==> config.mk <==
export PLATFORM = sky130hd
export DESIGN_NAME = uart_cmd_parser_flat
export DESIGN_NICKNAME = d
export VERILOG_FILES = /design/src/rtl/uart_cmd_parser_pkg.sv /design/src/rtl/uart_cmd_parser_if.sv /design/src/rtl/uart_cmd_parser_gap_timer.sv /design/src/rtl/uart_cmd_parser.sv /design/src/flat_wrapper.sv
export SDC_FILE = /design/constraint.sdc
export NUM_CORES = 1
export LEC_CHECK = 0
export BUFFER_PORTS_ARGS = -buffer_cell sky130_fd_sc_hd__buf_2
export CAP_MARGIN = 15
export CORE_ASPECT_RATIO = 0.8
export CORE_MARGIN = 5
export CORE_UTILIZATION = 55
export CTS_CLUSTER_DIAMETER = 100
export DETAILED_ROUTE_END_ITERATION = 12
export HOLD_SLACK_MARGIN = 0.08
export PLACE_DENSITY = 0.85
export RECOVER_POWER = 100
export SYNTH_ARGS = -nofsm -noshare
export SYNTH_HDL_FRONTEND = slang
export SYNTH_SLANG_ARGS = --single-unit
==> constraint.sdc <==
create_clock -name clk -period 2.76 [get_ports clk]
set_input_delay 0.276 -clock clk [delete_from_list [all_inputs] [get_ports clk]]
set_output_delay 0.276 -clock clk [all_outputs]
set_load 0.01 [all_outputs]
==> src/rtl/uart_cmd_parser_pkg.sv <==
// Shared definitions for the UART command parser: framing constants, FSM
// state encoding and the frame checksum helper.
package uart_cmd_parser_pkg;

  localparam logic [7:0] SOF_DEFAULT = 8'hAA;
  localparam logic [7:0] ACK_BYTE    = 8'h06;
  localparam logic [7:0] NAK_BYTE    = 8'h15;
  localparam int         PAYLOAD_LEN = 4;

  typedef enum logic [2:0] {
    ST_IDLE = 3'd0,
    ST_CMD  = 3'd1,
    ST_DATA = 3'd2,
    ST_CSUM = 3'd3,
    ST_RESP = 3'd4
  } state_t;

  function automatic logic [7:0] frame_csum(input logic [7:0] code, input logic [31:0] data);
    return code ^ data[31:24] ^ data[23:16] ^ data[15:8] ^ data[7:0];
  endfunction

endpackage

==> src/rtl/uart_cmd_parser_if.sv <==
// Signal bundle between the command parser and its RX/TX stages and command sink.
interface uart_cmd_parser_if;

  logic [7:0]  rx_data;
  logic        rx_rec;
  logic        rx_clr;
  logic        tx_idle;
  logic        tx_start;
  logic [7:0]  tx_data;
  logic [7:0]  cmd_code;
  logic [31:0] cmd_data;
  logic        cmd_valid;
  logic        err_csum;
  logic        err_timeout;

  modport slave (
    input  rx_data, rx_rec, tx_idle,
    output rx_clr, tx_start, tx_data, cmd_code, cmd_data, cmd_valid, err_csum, err_timeout
  );

  modport master (
    output rx_data, rx_rec, tx_idle,
    input  rx_clr, tx_start, tx_data, cmd_code, cmd_data, cmd_valid, err_csum, err_timeout
  );

endinterface

==> src/rtl/uart_cmd_parser_gap_timer.sv <==
// Reusable inter-byte gap timer: reloads on clear, counts down while enabled and
// flags the LOAD-th enabled cycle after the last clear.
module uart_gap_timer #(
  parameter int unsigned LOAD = 16
) (
  input  logic clk,
  input  logic rst,
  input  logic clear,
  input  logic enable,
  output logic terminal
);

  localparam int unsigned      CNT_W = $clog2(LOAD + 1);
  localparam logic [CNT_W-1:0] START = CNT_W'(LOAD - 1);

  logic [CNT_W-1:0] cnt_q;

  always_ff @(posedge clk or negedge rst) begin
    if (!rst) begin
      cnt_q <= '0;
    end else if (clear) begin
      cnt_q <= START;
    end else if (enable && cnt_q != '0) begin
      cnt_q <= cnt_q - 1'b1;
    end
  end

  assign terminal = enable && !clear && (cnt_q == '0);

endmodule

==> src/rtl/uart_cmd_parser.sv <==
// Command-frame parser between the UART RX and TX stages: SOF,CMD,D3..D0,CSUM
// frames with XOR checksum, command strobes and a single ACK/NAK response byte.
module uart_cmd_parser
  import uart_cmd_parser_pkg::*;
#(
  parameter int unsigned clock_freq    = 100_000_000,
  parameter int unsigned baud_rate     = 115_200,
  parameter int unsigned timeout_chars = 4,
  parameter logic [7:0]  sof_byte      = SOF_DEFAULT
) (
  input logic              clk,
  input logic              rst,
  uart_cmd_parser_if.slave bus
);

  localparam int unsigned TMO = clock_freq / baud_rate * 10 * timeout_chars;

  state_t      state, state_nxt;
  logic        accept, clr_block, tmo_hit, timer_clear, timer_en, csum_ok, last_data;
  logic [7:0]  code_q, cmd_code_q, tx_data_q;
  logic [31:0] payload_q, cmd_data_q;
  logic [1:0]  idx_q;
  logic        cmd_valid_q, err_csum_q, err_timeout_q, tx_start_q;

  uart_gap_timer #(.LOAD(TMO)) u_gap_timer (
    .clk      (clk),
    .rst      (rst),
    .clear    (timer_clear),
    .enable   (timer_en),
    .terminal (tmo_hit)
  );

  assign csum_ok   = (bus.rx_data == frame_csum(code_q, payload_q));
  assign last_data = (idx_q == 2'(PAYLOAD_LEN - 1));

  always_ff @(posedge clk or negedge rst) begin
    if (!rst) state <= ST_IDLE;
    else      state <= state_nxt;
  end

  // A byte arriving in the terminal-count cycle wins over the timeout.
  always_comb begin
    state_nxt = state;
    case (state)
      ST_IDLE: if (accept && bus.rx_data == sof_byte) state_nxt = ST_CMD;
      ST_CMD:  if (accept) state_nxt = ST_DATA;
               else if (tmo_hit) state_nxt = ST_IDLE;
      ST_DATA: if (accept) state_nxt = last_data ? ST_CSUM : ST_DATA;
               else if (tmo_hit) state_nxt = ST_IDLE;
      ST_CSUM: if (accept) state_nxt = ST_RESP;
               else if (tmo_hit) state_nxt = ST_IDLE;
      ST_RESP: if (tx_start_q) state_nxt = ST_IDLE;
      default: state_nxt = ST_IDLE;
    endcase
  end

  // RESP leaves rx_rec pending so the next frame's SOF is taken back in IDLE.
  always_comb begin
    accept      = 1'b0;
    timer_en    = 1'b0;
    timer_clear = 1'b1;
    case (state)
      ST_IDLE: accept = bus.rx_rec && !clr_block;
      ST_CMD, ST_DATA, ST_CSUM: begin
        accept      = bus.rx_rec && !clr_block;
        timer_en    = 1'b1;
        timer_clear = accept;
      end
      default: ;
    endcase
  end

  // clr_block resets high so nothing is consumed while reset is asserted.
  always_ff @(posedge clk or negedge rst) begin
    if (!rst) begin
      clr_block     <= 1'b1;
      code_q        <= '0;
      payload_q     <= '0;
      idx_q         <= '0;
      cmd_code_q    <= '0;
      cmd_data_q    <= '0;
      tx_data_q     <= '0;
      cmd_valid_q   <= 1'b0;
      err_csum_q    <= 1'b0;
      err_timeout_q <= 1'b0;
      tx_start_q    <= 1'b0;
    end else begin
      clr_block     <= accept;
      cmd_valid_q   <= 1'b0;
      err_csum_q    <= 1'b0;
      err_timeout_q <= tmo_hit;
      tx_start_q    <= (state == ST_RESP) && bus.tx_idle && !tx_start_q;
      if (accept) begin
        case (state)
          ST_CMD: begin
            code_q <= bus.rx_data;
            idx_q  <= '0;
          end
          ST_DATA: begin
            payload_q <= {payload_q[23:0], bus.rx_data};
            idx_q     <= idx_q + 2'd1;
          end
          ST_CSUM: begin
            if (csum_ok) begin
              cmd_code_q  <= code_q;
              cmd_data_q  <= payload_q;
              cmd_valid_q <= 1'b1;
              tx_data_q   <= ACK_BYTE;
            end else begin
              err_csum_q <= 1'b1;
              tx_data_q  <= NAK_BYTE;
            end
          end
          default: ;
        endcase
      end
    end
  end

  assign bus.rx_clr      = accept;
  assign bus.tx_start    = tx_start_q;
  assign bus.tx_data     = tx_data_q;
  assign bus.cmd_code    = cmd_code_q;
  assign bus.cmd_data    = cmd_data_q;
  assign bus.cmd_valid   = cmd_valid_q;
  assign bus.err_csum    = err_csum_q;
  assign bus.err_timeout = err_timeout_q;

endmodule

==> src/flat_wrapper.sv <==
// flat-port wrapper written by rule: the top's interface ports become plain ports
module uart_cmd_parser_flat import uart_cmd_parser_pkg::*;
#(
  parameter int unsigned clock_freq    = 100_000_000,
  parameter int unsigned baud_rate     = 115_200,
  parameter int unsigned timeout_chars = 4,
  parameter logic [7:0]  sof_byte      = SOF_DEFAULT
)
  (clk, rst, bus_rx_data, bus_rx_rec, bus_tx_idle, bus_rx_clr, bus_tx_start, bus_tx_data, bus_cmd_code, bus_cmd_data, bus_cmd_valid, bus_err_csum, bus_err_timeout);
  uart_cmd_parser_if bus_i ();
  input logic clk;
  input logic rst;
  input wire logic [$bits(bus_i.rx_data)-1:0] bus_rx_data;
  input wire logic [$bits(bus_i.rx_rec)-1:0] bus_rx_rec;
  input wire logic [$bits(bus_i.tx_idle)-1:0] bus_tx_idle;
  output wire logic [$bits(bus_i.rx_clr)-1:0] bus_rx_clr;
  output wire logic [$bits(bus_i.tx_start)-1:0] bus_tx_start;
  output wire logic [$bits(bus_i.tx_data)-1:0] bus_tx_data;
  output wire logic [$bits(bus_i.cmd_code)-1:0] bus_cmd_code;
  output wire logic [$bits(bus_i.cmd_data)-1:0] bus_cmd_data;
  output wire logic [$bits(bus_i.cmd_valid)-1:0] bus_cmd_valid;
  output wire logic [$bits(bus_i.err_csum)-1:0] bus_err_csum;
  output wire logic [$bits(bus_i.err_timeout)-1:0] bus_err_timeout;
  assign bus_i.rx_data = bus_rx_data;
  assign bus_i.rx_rec = bus_rx_rec;
  assign bus_i.tx_idle = bus_tx_idle;
  assign bus_rx_clr = bus_i.rx_clr;
  assign bus_tx_start = bus_i.tx_start;
  assign bus_tx_data = bus_i.tx_data;
  assign bus_cmd_code = bus_i.cmd_code;
  assign bus_cmd_data = bus_i.cmd_data;
  assign bus_cmd_valid = bus_i.cmd_valid;
  assign bus_err_csum = bus_i.err_csum;
  assign bus_err_timeout = bus_i.err_timeout;
  uart_cmd_parser #(.clock_freq(clock_freq), .baud_rate(baud_rate), .timeout_chars(timeout_chars), .sof_byte(sof_byte)) u_core (.clk(clk), .rst(rst), .bus(bus_i));
endmodule
==> metrics.md <==
| Metric | Value |
|---|---|
| Rel. slew slack | `0.1023` |
| Crit-path cells | `nand2b_1 > nor2_1 > nand3_1 > nor3_1 > buf_4 > mux2_2` |
| Worst-Skew Late Latency | `0.36 ns` |
| Die area | `10770 um2` |
| CP Class | `flip-flop to flip-flop` |
| CP bufs+invs | `1` |
| FF-to-FF End | `u_core.bus.cmd_data[30]` |
| WL/cell | `roughly 17 um` |
| Congestion Overflow GR | `0` |
| Total Routed Length | `9.004 mm` |
| Core Footprint | `8521 um2` |
| Crit path required time | `3.01 ns` |
| First-pass GRT wire length | `roughly 15 mm` |
| Via Count | `between 2000 and 3000` |
| Hold Path Class | `input pin to flip-flop` |
| Final setup viols | `0` |
| Number of flops mapped to enable cells by yosys | `0` |
| Largest net degree at the start of global routing | `57` |
| Die Ht | `93.84 um` |
| Tot GR Track Use | `0.1794` |
| CTS sink cnt | `109` |
| I/O pins | `65` |
| Die W | `114.8 um` |
| Worst Setup SP | `u_core.clr_block` |
| Yosys warnings | `0` |
| Port bufs | `60` |
| Critical path launch point type | `flip-flop` |
| Fin crit share | `0.8375` |
| R2r setup slk | `~0.45 ns` |
| Crit path time final | `2.311 ns` |
| Seq/Total Area, Yosys | `0.5647` |
| Worst reg2reg startpoint | `u_core.clr_block` |
| VDD IR max | `just under 400 uV` |
| Synthesized cell area | `~4800 um2` |
| Crit path largest cell delay | `0.38 ns` |
| Pwr dens | `524.2 nW/um2` |
| Reg2reg path depth | `6` |
| Top cell type's share of synthesized area | `0.5593` |
| Via/cell ratio | `5.409` |
| Worst-case clock buffer depth | `2` |
| DRC | `0` |
| Ys async rst share | `1.000` |
| CTS tree | `done` |
| Final worst slack | `0.4485 ns` |
| Initial detailed-routing violation count | `150` |
| First-pass DRT Iterations | `4` |
| Final hold violation count | `0` |
| # H-tree levels | `3` |
| Slew @ Worst Pin | `1.347 ns` |
| Synth area leader | `dfrtp_1` |
| Final layout net count | `435` |
| Post-synth top flop | `dfrtp_1` |
| Hpwl dp | `6.375 mm` |
| Clk_skew | `0.009091 ns` |
| Most frequent cells in the layout | `dfrtp_1, mux2_2, clkbuf_1` |
| Initial antenna violation count | `0` |
| RSZ-0062 raised after global routing | `false` |
| Most common cell after layout, fill and taps aside | `dfrtp_1` |
| CP endpoint | `u_core.bus.cmd_data[30]` |
| Setup Buffers After CTS | `0` |
| Root Driver | `clkbuf_8` |
| Leak | `2.636 nW` |
| Arr. time, crit path | `2.56 ns` |
| Unique masters post-synth | `39` |
| Gpl congestion | `0.8648` |
| Total CTS buffers | `9` |
| Post-Syn Instances | `between 300 and 400` |
| Setup TNS Final | `0 ns` |
| Crit. End Element | `flip-flop` |
| Layout area overhead | `11.50%` |
| Pins Over Slew Limit | `0` |
| Slowest CP cell | `dfstp_2` |
| Share of cells above drive strength 1 | `0.2612` |
| Max-capacitance violation count | `0` |
| FP Rows | `30` |
| Max Fanout on Critical Path | `22` |
| Outcome | `finished, final reports clean` |
| Clk slew on worst S/H paths | `0.10 ns` |
| Synth top area cells | `dfrtp_1, mux2_2, xnor2_1` |
| Vias in the first global route | `about 3100` |
| Design Power | `roughly 2.8 mW` |
| WP depth | `6` |
| Fmax achieved | `432.6 MHz` |
| Routed Antenna Nets | `0` |
| Setup Slack @ Placement | `about 0.56 ns` |
| #FFs+latches synth | `109` |
| Initial core utilization | `0.5671` |
| Syn avg cell area | `13.61 um2` |
| Top cell family by delay on the critical path | `simple AND/OR/NAND/NOR gates` |
## repair_timing
action                                 in CTS  in global routing
hold buffers                                1                  0
endpoints found under the hold margin      53                  0
gates resized for setup                     0                  0
## area by class of cell
type	count	area, um2
Antenna cell	1	2.502
Clock buffer	9	123.9
Clock inverter	7	105.1
Fill cell	681	3133
Inverter	4	15.01
Multi-Input combinational cell	228	1968
Sequential cell	109	2729
Tap cell	112	140.1
Timing Repair Buffer	68	304.0
## report_power, final
group          internal [mW]  switching, mW  total (mW)
clock                  0.526          0.551        1.08
sequential              1.61         0.0139        1.62
combinational         0.0533         0.0713       0.125
total                   2.19          0.636        2.82
## registers in the layout, summed over array words and instances (netlist names)
signal / cells
u_core.bus.cmd_code: 8
u_core.bus.cmd_data: 32
u_core.bus.cmd_valid: 1
u_core.bus.err_csum: 1
u_core.bus.err_timeout: 1
u_core.bus.tx_data: 3
u_core.bus.tx_start: 1
u_core.clr_block: 1
u_core.code_q: 8
u_core.idx_q: 2
u_core.payload_q: 32
u_core.state: 3
u_core.u_gap_timer.cnt_q: 16
## stage by stage
step | utilization | cell area, um2 | hold slack [ns] | instances
6_report | 0.6323 | 5388 | 0.1167 | 538
5_1_grt | 0.6320 | 5385 | 0.09076 | 537
4_1_cts | 0.6429 | 5478 | 0.09464 | 537
3_5_place_dp | 0.6148 | 5239 | 0.3604 | 520
3_3_place_gp | 0.6148 | 5239 | 0.3538 | 520
2_1_floorplan | - | 4843 | -0.01959 | 358
## cells by family after synthesis
logic type	after synthesis	share of synthesized area
other	1	0.0007761
and+or+nand+nor	75	0.08389
buffers and inverters	21	0.02641
xor gates and xnor gates	42	0.09891
AOI/OAI and AO/OA	24	0.03107
DFF	109	0.5647
muxes	80	0.1864
adders and majority gates	3	0.007769
## worst min-delay path by stage
stage / startpoint / slack [ns] / depth (start not counted) / end
floorplan: rst / -0.02 / 0 / u_core.bus.cmd_code[0]
global placement: rst / 0.35 / 1 / u_core.bus.cmd_data[18]
detailed placement: rst / 0.36 / 1 / u_core.bus.cmd_data[10]
CTS: bus_tx_idle / 0.09 / 3 / u_core.bus.tx_start
global route: bus_tx_idle / 0.09 / 3 / u_core.bus.tx_start
finish: bus_tx_idle / 0.12 / 3 / u_core.bus.tx_start
## Yosys cell counts, types with 4 or more instances
cell,n
dfrtp_1,108
mux2_2,78
xnor2_1,22
nand2_1,16
nor2_1,14
xor2_1,12
nor3_1,11
xnor3_1,8
a21oi_1,7
nand3_1,7
o21ai_0,6
buf_4,5
clkbuf_1,5
buf_6,4
inv_1,4
## metal layers
metal	share of wire	up-vias	track usage
met5	0	-	0
met4	0.010	0	0.06843
met3	0.045	14	0.03477
met2	0.48	67	0.2922
met1	0.46	1465	0.2389
li1	-	1364	-
## tightest hold or removal path: stages
cell and delay [ns]:
buf_2 0.10, inv_1 0.04, nor2_1 0.04
(Power assumes the default switching activity.)
